==> src/rtl/alu_exec_unit.sv <==
// ALU execution unit: takes one op from the reservation station, computes it
// (single-cycle ops or a multi-cycle multiply) and holds the result on the CDB until granted.
module alu_exec_unit #(
    parameter int DATA_W  = 3,
    parameter int ROB_W   = 2,
    parameter int MUL_LAT = 2
) (
    input  logic              clk,
    input  logic              rst,
    input  logic              issue_valid,
    input  logic [2:0]        issue_opcode,
    input  logic [DATA_W-1:0] issue_val1,
    input  logic [DATA_W-1:0] issue_val2,
    input  logic [ROB_W-1:0]  issue_rob_idx,
    output logic              alu_busy,
    output logic              cdb_req,
    input  logic              cdb_grant,
    output logic              cdb_en,
    output logic [ROB_W-1:0]  cdb_rob_idx,
    output logic [DATA_W-1:0] cdb_val,
    output logic [7:0]        ops_done
);

    localparam logic [2:0] OP_ADD = 3'd0;
    localparam logic [2:0] OP_SUB = 3'd1;
    localparam logic [2:0] OP_AND = 3'd2;
    localparam logic [2:0] OP_OR  = 3'd3;
    localparam logic [2:0] OP_XOR = 3'd4;
    localparam logic [2:0] OP_SLL = 3'd5;
    localparam logic [2:0] OP_SRL = 3'd6;
    localparam logic [2:0] OP_MUL = 3'd7;

    localparam logic [2:0] CNT_INIT  = 3'(MUL_LAT - 1);
    localparam bit         MUL_MULTI = (MUL_LAT > 1);

    typedef enum logic [1:0] {
        ST_IDLE = 2'd0,
        ST_EXEC = 2'd1,
        ST_WAIT = 2'd2
    } state_t;

    state_t              state_r;
    state_t              state_s;
    logic [2:0]          cnt_r;
    logic [DATA_W-1:0]   op_a_r;
    logic [DATA_W-1:0]   op_b_r;
    logic [DATA_W-1:0]   cdb_val_r;
    logic [ROB_W-1:0]    cdb_rob_idx_r;
    logic [7:0]          ops_done_r;
    logic                accept_s;
    logic                is_long_mul_s;

    function automatic logic [DATA_W-1:0] alu_compute(
        input logic [2:0]        op,
        input logic [DATA_W-1:0] a,
        input logic [DATA_W-1:0] b
    );
        logic [DATA_W-1:0] res;
        res = '0;
        case (op)
            OP_ADD:  res = a + b;
            OP_SUB:  res = a - b;
            OP_AND:  res = a & b;
            OP_OR:   res = a | b;
            OP_XOR:  res = a ^ b;
            OP_SLL:  res = (32'(b) >= DATA_W) ? '0 : (a << b);
            OP_SRL:  res = (32'(b) >= DATA_W) ? '0 : (a >> b);
            OP_MUL:  res = a * b;
            default: res = '0;
        endcase
        return res;
    endfunction

    // busy/req come only from registered state so rs_ready never loops back through us
    assign alu_busy      = (state_r != ST_IDLE);
    assign cdb_req       = (state_r == ST_WAIT);
    assign cdb_en        = cdb_req & cdb_grant;
    assign cdb_val       = cdb_val_r;
    assign cdb_rob_idx   = cdb_rob_idx_r;
    assign ops_done      = ops_done_r;
    assign accept_s      = issue_valid && (state_r == ST_IDLE);
    assign is_long_mul_s = (issue_opcode == OP_MUL) && MUL_MULTI;

    // Next-state logic
    always_comb begin
        state_s = state_r;
        case (state_r)
            ST_IDLE: begin
                if (accept_s) begin
                    state_s = is_long_mul_s ? ST_EXEC : ST_WAIT;
                end else begin
                    state_s = ST_IDLE;
                end
            end
            ST_EXEC: begin
                if (cnt_r == 3'd1) begin
                    state_s = ST_WAIT;
                end else begin
                    state_s = ST_EXEC;
                end
            end
            ST_WAIT: begin
                if (cdb_grant) begin
                    state_s = ST_IDLE;
                end else begin
                    state_s = ST_WAIT;
                end
            end
            default: state_s = ST_IDLE;
        endcase
    end

    // State register
    always_ff @(posedge clk or posedge rst) begin
        if (rst) begin
            state_r <= ST_IDLE;
        end else begin
            state_r <= state_s;
        end
    end

    // Operand latch, latency counter, held result and completion counter
    always_ff @(posedge clk or posedge rst) begin
        if (rst) begin
            cnt_r         <= 3'd0;
            op_a_r        <= '0;
            op_b_r        <= '0;
            cdb_val_r     <= '0;
            cdb_rob_idx_r <= '0;
            ops_done_r    <= 8'd0;
        end else begin
            case (state_r)
                ST_IDLE: begin
                    if (accept_s) begin
                        cdb_rob_idx_r <= issue_rob_idx;
                        if (is_long_mul_s) begin
                            op_a_r <= issue_val1;
                            op_b_r <= issue_val2;
                            cnt_r  <= CNT_INIT;
                        end else begin
                            cdb_val_r <= alu_compute(issue_opcode, issue_val1, issue_val2);
                        end
                    end
                end
                ST_EXEC: begin
                    if (cnt_r == 3'd1) begin
                        cdb_val_r <= alu_compute(OP_MUL, op_a_r, op_b_r);
                        cnt_r     <= 3'd0;
                    end else begin
                        cnt_r <= cnt_r - 3'd1;
                    end
                end
                ST_WAIT: begin
                    if (cdb_grant) begin
                        ops_done_r <= ops_done_r + 8'd1;
                    end
                end
                default: begin
                    cnt_r <= 3'd0;
                end
            endcase
        end
    end

endmodule
==> config.mk <==
export PLATFORM = sky130hd
export DESIGN_NAME = alu_exec_unit
export DESIGN_NICKNAME = d
export VERILOG_FILES = /design/src/rtl/alu_exec_unit.sv
export SDC_FILE = /design/constraint.sdc
export NUM_CORES = 1
export LEC_CHECK = 0
export ABC_AREA = 1
export CAP_MARGIN = 5
export CORE_MARGIN = 5
export CORE_UTILIZATION = 50
export DETAILED_ROUTE_END_ITERATION = 10
export GPL_ROUTABILITY_DRIVEN = 0
export PLACE_DENSITY = 0.74
export SKIP_LAST_GASP = 1
export SLEW_MARGIN = 20
export SYNTH_ARGS = -nofsm -noshare
export SYNTH_HDL_FRONTEND = slang
export SYNTH_SLANG_ARGS = --single-unit
==> constraint.sdc <==
create_clock -name clk -period 1.6 [get_ports clk]
set_input_delay 0.4 -clock clk [delete_from_list [all_inputs] [get_ports clk]]
set_output_delay 0.4 -clock clk [all_outputs]
set_load 0.005 [all_outputs]
==> impl_metrics.json, run 1 <==
{
  "outcome": "finished with violations",
  "violations": "negative setup slack",
  "cts_tree": "built",
  "synth_area_leader_cell": "dfrtp_1",
  "peakVddDrop_v": 0.000821,
  "fin_setup_tns_ns": -0.179,
  "final_cell_mix": "65 x nand2_1, 48 x buf_4, 27 x inv_1",
  "synth.distinct_cells": 28,
  "start_kind": "register",
  "min_period_over_period_pct": 103,
  "worstPathMaxFanout": 5,
  "drive_gt1_share_pct": 32.9,
  "io_pins": 31,
  "p_leak_nw": 1.42,
  "die-area_um2": 4660,
  "final_common_cell": "nand2_1",
  "yosysWarnings": 0,
  "async_reset_ff_share_pct": 100,
  "antenna_found_initial": 0,
  "dp_hpwl_mm": 3.40,
  "vias_per_cell": 5.02,
  "yosys_most_used_dff": "dfrtp_1",
  "dieHeight_um": 68.3,
  "netlist_instances": 226,
  "final_antenna_net_count": 0,
  "power.density_nw_per_um2": 1200,
  "stdcell_count": 359,
  "seq_area_frac_synth_pct": 35.4,
  "grt_pass1_vias": 1679,
  "rsz0062_at_grt": "yes",
  "grt_max_degree": 25,
  "max_freq_ghz": 0.605,
  "drc": 0,
  "nets": 344,
  "clock_skew_ns": 0.0141,
  "worstMarginPinSlew_ns": 0.413,
  "period_needed_ns": 1.65,
  "grt_usage_pct": 20.8,
  "cts-root-buf": "clkbuf_4",
  "synth.ff_latch_count": 24,
  "antenna_cells": 0,
  "r2r_slack_ns": -0.05,
  "drt-total-wl_mm": 5.07,
  "slew_headroom_pct": 72.1,
  "cts_sinks": 24,
  "final_hold_viol_count": 0,
  "dp.cells": 337,
  "hp-class": "primary input to asynchronous set/reset pin",
  "crit_path_end_kind": "register",
  "setup_violations": 5,
  "synth_edf_count": 0,
  "initial_core_util_pct": 51.3,
  "num_rows": 21,
  "clock_path_buffers": 2,
  "arrival_ns": 1.89,
  "synth_fp_nets": 256,
  "synth_top_area_share_pct": 35.4,
  "syn-mean-instance-area_um2": 7.51,
  "slew_viol_final": 0,
  "h-tree-depth": 1,
  "critical_path_class": "register to register",
  "grt-ovfl-total": 0,
  "grt_pass1_wl_mm": 7.31,
  "area_growth_syn_to_layout_pct": 54.0,
  "layout_setup_ws_ns": -0.0527,
  "io_buffers": 30,
  "clkTransAtPathRegs_ns": 0.15,
  "drtPass1Iterations": 4,
  "dp_slack_ns": -0.695,
  "max_cap_violations": 0,
  "clk_latency_ns": 0.33,
  "die_w_um": 68.3,
  "synth_area_um2": 1700,
  "coreArea_um2": 3310,
  "synth_top_cells_by_area": "dfrtp_1 35%, nand2_1 15%, ha_1 10%",
  "num_vias": 1803,
  "cts_made_buffers": 3,
  "drtIter0Drc": 106,
  "hold_slack_ns": 0.403,
  "avgRoutedWirePerCell_um": 14.1,
  "required_ns": 1.84
}
[final timing paths]
kind                                      from  cells past startpoint        endpoint
worst max-delay path                state_r[1]                     10       op_b_r[1]
worst min-delay path                       rst                      3     ops_done[5]
worst max register to register      state_r[1]                     10       op_b_r[1]
worst min register to register  cdb_rob_idx[1]                      2  cdb_rob_idx[1]
max in group asynchronous                  rst                      3      state_r[0]
min in group clk                 issue_val2[0]                      4       op_b_r[0]
[cells by family (layout without fill, tap and decap cells)]
logic type / count (synthesis) / in the layout / synth area share, %
compound gates: 26 / 26 / 8.84
xor+xnor: 10 / 10 / 5.16
fa+ha+maj: 15 / 15 / 11.5
buf+inv: 39 / 126 / 8.69
flops: 24 / 24 / 35.4
simple gates: 112 / 112 / 30.4
[layer usage]
layer | share of wire (%) | up-vias | GRT usage [%]
li1 | - | 883 | -
met1 | 38 | 836 | 24.3
met2 | 53 | 63 | 39.0
met3 | 4.8 | 21 | 2.79
met4 | 4.2 | 0 | 5.96
met5 | 0 | - | 0
[cell usage after synthesis, types with 3 or more instances]
cell     instances
nand2_1         66
inv_1           37
dfrtp_1         24
nor2_1          17
ha_1            14
o21ai_0         13
nand3_1         12
xor2_1           7
a21oi_1          6
nor2_4           4
nor3_1           4
nand3_2          3
xnor2_1          3
[per-stage QoR]
step                      instance area [µm²]  util, %  total power [mW]
after floorplan                          1710        -              1.71
after global routing                     2620     79.0              3.35
after CTS                                2460     74.5              2.92
final                                    2620     79.0              3.13
after global placement                   2330     70.4              2.37
after detailed placement                 2330     70.4              2.43
[critical path, cell delays in order (launching register included)]
cell and delay (ns):
dfrtp_1 0.44, buf_6 0.14, nor2_4 0.08, inv_2 0.05, buf_6 0.11, nor2_4 0.11, inv_2 0.07, nor2_4 0.20
clkinvlp_4 0.20, nand2_2 0.11, o21ai_2 0.06
[sequential cells by signal, indices dropped and copies added, names as in the netlist]
register and flops:
ops_done 8, cdb_rob_idx 2, op_b_r 3, cnt_r 3
state_r 2, cdb_val 3, op_a_r 3
[area by class of cell]
class / count / area (µm²)
timing repair buffer: 83 / 696
multi-input combinational: 163 / 1050
timing repair inverter: 1 / 7.51
tap: 46 / 57.6
inverter: 38 / 151
clock inverter: 1 / 30.0
sequential: 24 / 602
clock buffer: 3 / 22.5
fill: 241 / 696
[repair_timing]
action	in CTS	in global routing
pin swaps	10	15
cloned	0	1
hold buffers	0	0
buffers inserted	10	7
resized for setup	39	49
endpoints found under the setup margin	18	14
[power by group]
group	internal, mW	switching, mW
sequential	0.863	0.178
clock	0.253	0.203
combinational	0.829	0.806
Power figures use the tool's default switching activity.
==> inputs of run 2 (changes only) <==
--- a/config.mk
+++ b/config.mk
@@ -8,10 +8,10 @@
 export ABC_AREA = 1
 export CAP_MARGIN = 5
 export CORE_MARGIN = 5
-export CORE_UTILIZATION = 50
+export CORE_UTILIZATION = 30
 export DETAILED_ROUTE_END_ITERATION = 10
 export GPL_ROUTABILITY_DRIVEN = 0
-export PLACE_DENSITY = 0.74
+export PLACE_DENSITY = 0.48
 export SKIP_LAST_GASP = 1
 export SLEW_MARGIN = 20
 export SYNTH_ARGS = -nofsm -noshare
==> constraint.sdc (replaced) <==
create_clock -name clk -period 2 [get_ports clk]
set_input_delay 0.5 -clock clk [delete_from_list [all_inputs] [get_ports clk]]
set_output_delay 0.5 -clock clk [all_outputs]
set_load 0.005 [all_outputs]
==> impl_metrics.json, run 2 (same netlist as run 1, synthesis figures left out) <==
{
  "initial_core_util_pct": 30.8,
  "cts_sinks": 24,
  "p_leak_nw": 1.27,
  "io_buffers": 30,
  "cts_tree": "built",
  "arrival_ns": 1.44,
  "drc": 0,
  "final_hold_viol_count": 0,
  "avgRoutedWirePerCell_um": 11.4,
  "antenna_cells": 0,
  "slew_viol_final": 0,
  "dp_hpwl_mm": 3.26,
  "crit_path_end_kind": "primary output",
  "final_antenna_net_count": 0,
  "die_w_um": 85.2,
  "drive_gt1_share_pct": 18.4,
  "rsz0062_at_grt": "yes",
  "grt_usage_pct": 11.8,
  "peakVddDrop_v": 0.000308,
  "hp-class": "register to register",
  "final_common_cell": "nand2_1",
  "grt_pass1_vias": 1611,
  "grt_pass1_wl_mm": 7.09,
  "power.density_nw_per_um2": 963,
  "crit_path_max_incr_delay_ns": 0.45,
  "drtIter0Drc": 41,
  "h-tree-depth": 1,
  "largest_reg_flops": 8,
  "grt_max_degree": 25,
  "area_growth_syn_to_layout_pct": 40.8,
  "min_period_over_period_pct": 96.9,
  "antenna_found_initial": 0,
  "clock_skew_ns": 0.00302,
  "cts-root-buf": "clkbuf_8",
  "worstMarginPinSlew_ns": 0.393,
  "crit_chain": "buf_4 -> nor2_1 -> inv_1 -> clkdlybuf4s50_1",
  "crit_buf_inv": 3,
  "max_cap_violations": 0,
  "vias_per_cell": 4.37,
  "cts_hold_buf": 0,
  "drt-total-wl_mm": 4.06,
  "clock_path_buffers": 2,
  "grt-ovfl-total": 0,
  "fin_setup_tns_ns": 0,
  "power.total_mw": 2.30,
  "dpl_cell_area_um2": 2240,
  "final_cell_mix": "66 x nand2_1, 32 x inv_1, 24 x dfrtp_1",
  "required_ns": 1.50,
  "crit_family": "buffers and inverters",
  "layout_setup_ws_ns": 0.0612,
  "fin_area_um2": 2390,
  "clkTransAtPathRegs_ns": 0.09,
  "io_pins": 31,
  "clk_latency_ns": 0.27,
  "drtPass1Iterations": 4,
  "num_rows": 27,
  "num_vias": 1553,
  "die-area_um2": 7260,
  "crit_path_top_delay_cell": "clkdlybuf4s50_1",
  "max_freq_ghz": 0.516,
  "period_needed_ns": 1.94,
  "critical_path_class": "register to primary output",
  "worstPathMaxFanout": 3,
  "coreArea_um2": 5510,
  "nets": 314,
  "dieHeight_um": 85.2,
  "outcome": "finished, final reports clean",
  "slew_headroom_pct": 73.5,
  "setup_violations": 0,
  "dp_slack_ns": -0.452,
  "start_kind": "register",
  "cts_made_buffers": 3
}
-- run 2: cell types whose count changed in the layout (fill, tap and decap cells not counted), moves of 4 or more --
cell             change
dlygate4sd2_1       -11
buf_6                -9
o21ai_0              +4
buf_4               -25
clkdlybuf4s50_1     +16
inv_1                +5
-- run 2: power breakdown --
part	internal [mW]	total [mW]	switching [mW]
clock network	0.268	0.430	0.162
logic	0.549	1.02	0.466
registers	0.691	0.857	0.165
total	1.51	2.30	0.794
-- run 2: timing repair --
item / CTS / global route
endpoints found under the setup margin: 3 / 3
pin swaps: 5 / 2
resized for setup: 9 / 13
setup buffers: 1 / 2
-- run 2: cell type report --
cell class	instances	area [µm²]
sequential	24	601
timing repair buffer	54	493
inverter	38	143
tap	72	90.1
fill	581	3120
clock inverter	1	30.0
clock buffer	3	41.3
multi-input combinational	163	992
-- run 2: path summary, 6_finish.rpt --
kind	from	slack, ns	cells past startpoint	end
max	state_r[1]	0.06	4	alu_busy
min	ops_done[7]	0.48	1	ops_done[7]
max reg2reg	op_a_r[0]	0.49	7	cdb_val[2]
min reg2reg	ops_done[7]	0.48	1	ops_done[7]
max in group asynchronous	rst	1.19	3	state_r[1]
min in group asynchronous	rst	0.57	3	ops_done[1]
-- run 2: stage by stage --
| stage | hold slack (ns) | util, % | std cells |
|---|---|---|---|
| finish | 0.481 | 43.4 | 355 |
| global route | 0.509 | 43.4 | 355 |
| CTS | 0.485 | 42.6 | 353 |
| detailed placement | 0.468 | 40.7 | 348 |
| global placement | 0.453 | 40.7 | 348 |
| floorplan | 0.453 | - | 226 |
-- run 2: routing by layer --
metal / vias up / global-route usage [%] / share of wire [%]
met5: - / 0 / 0
met4: 0 / 3.02 / 0.98
met3: 4 / 2.23 / 5.0
met2: 29 / 20.6 / 48
met1: 702 / 15.0 / 46
li1: 818 / - / -
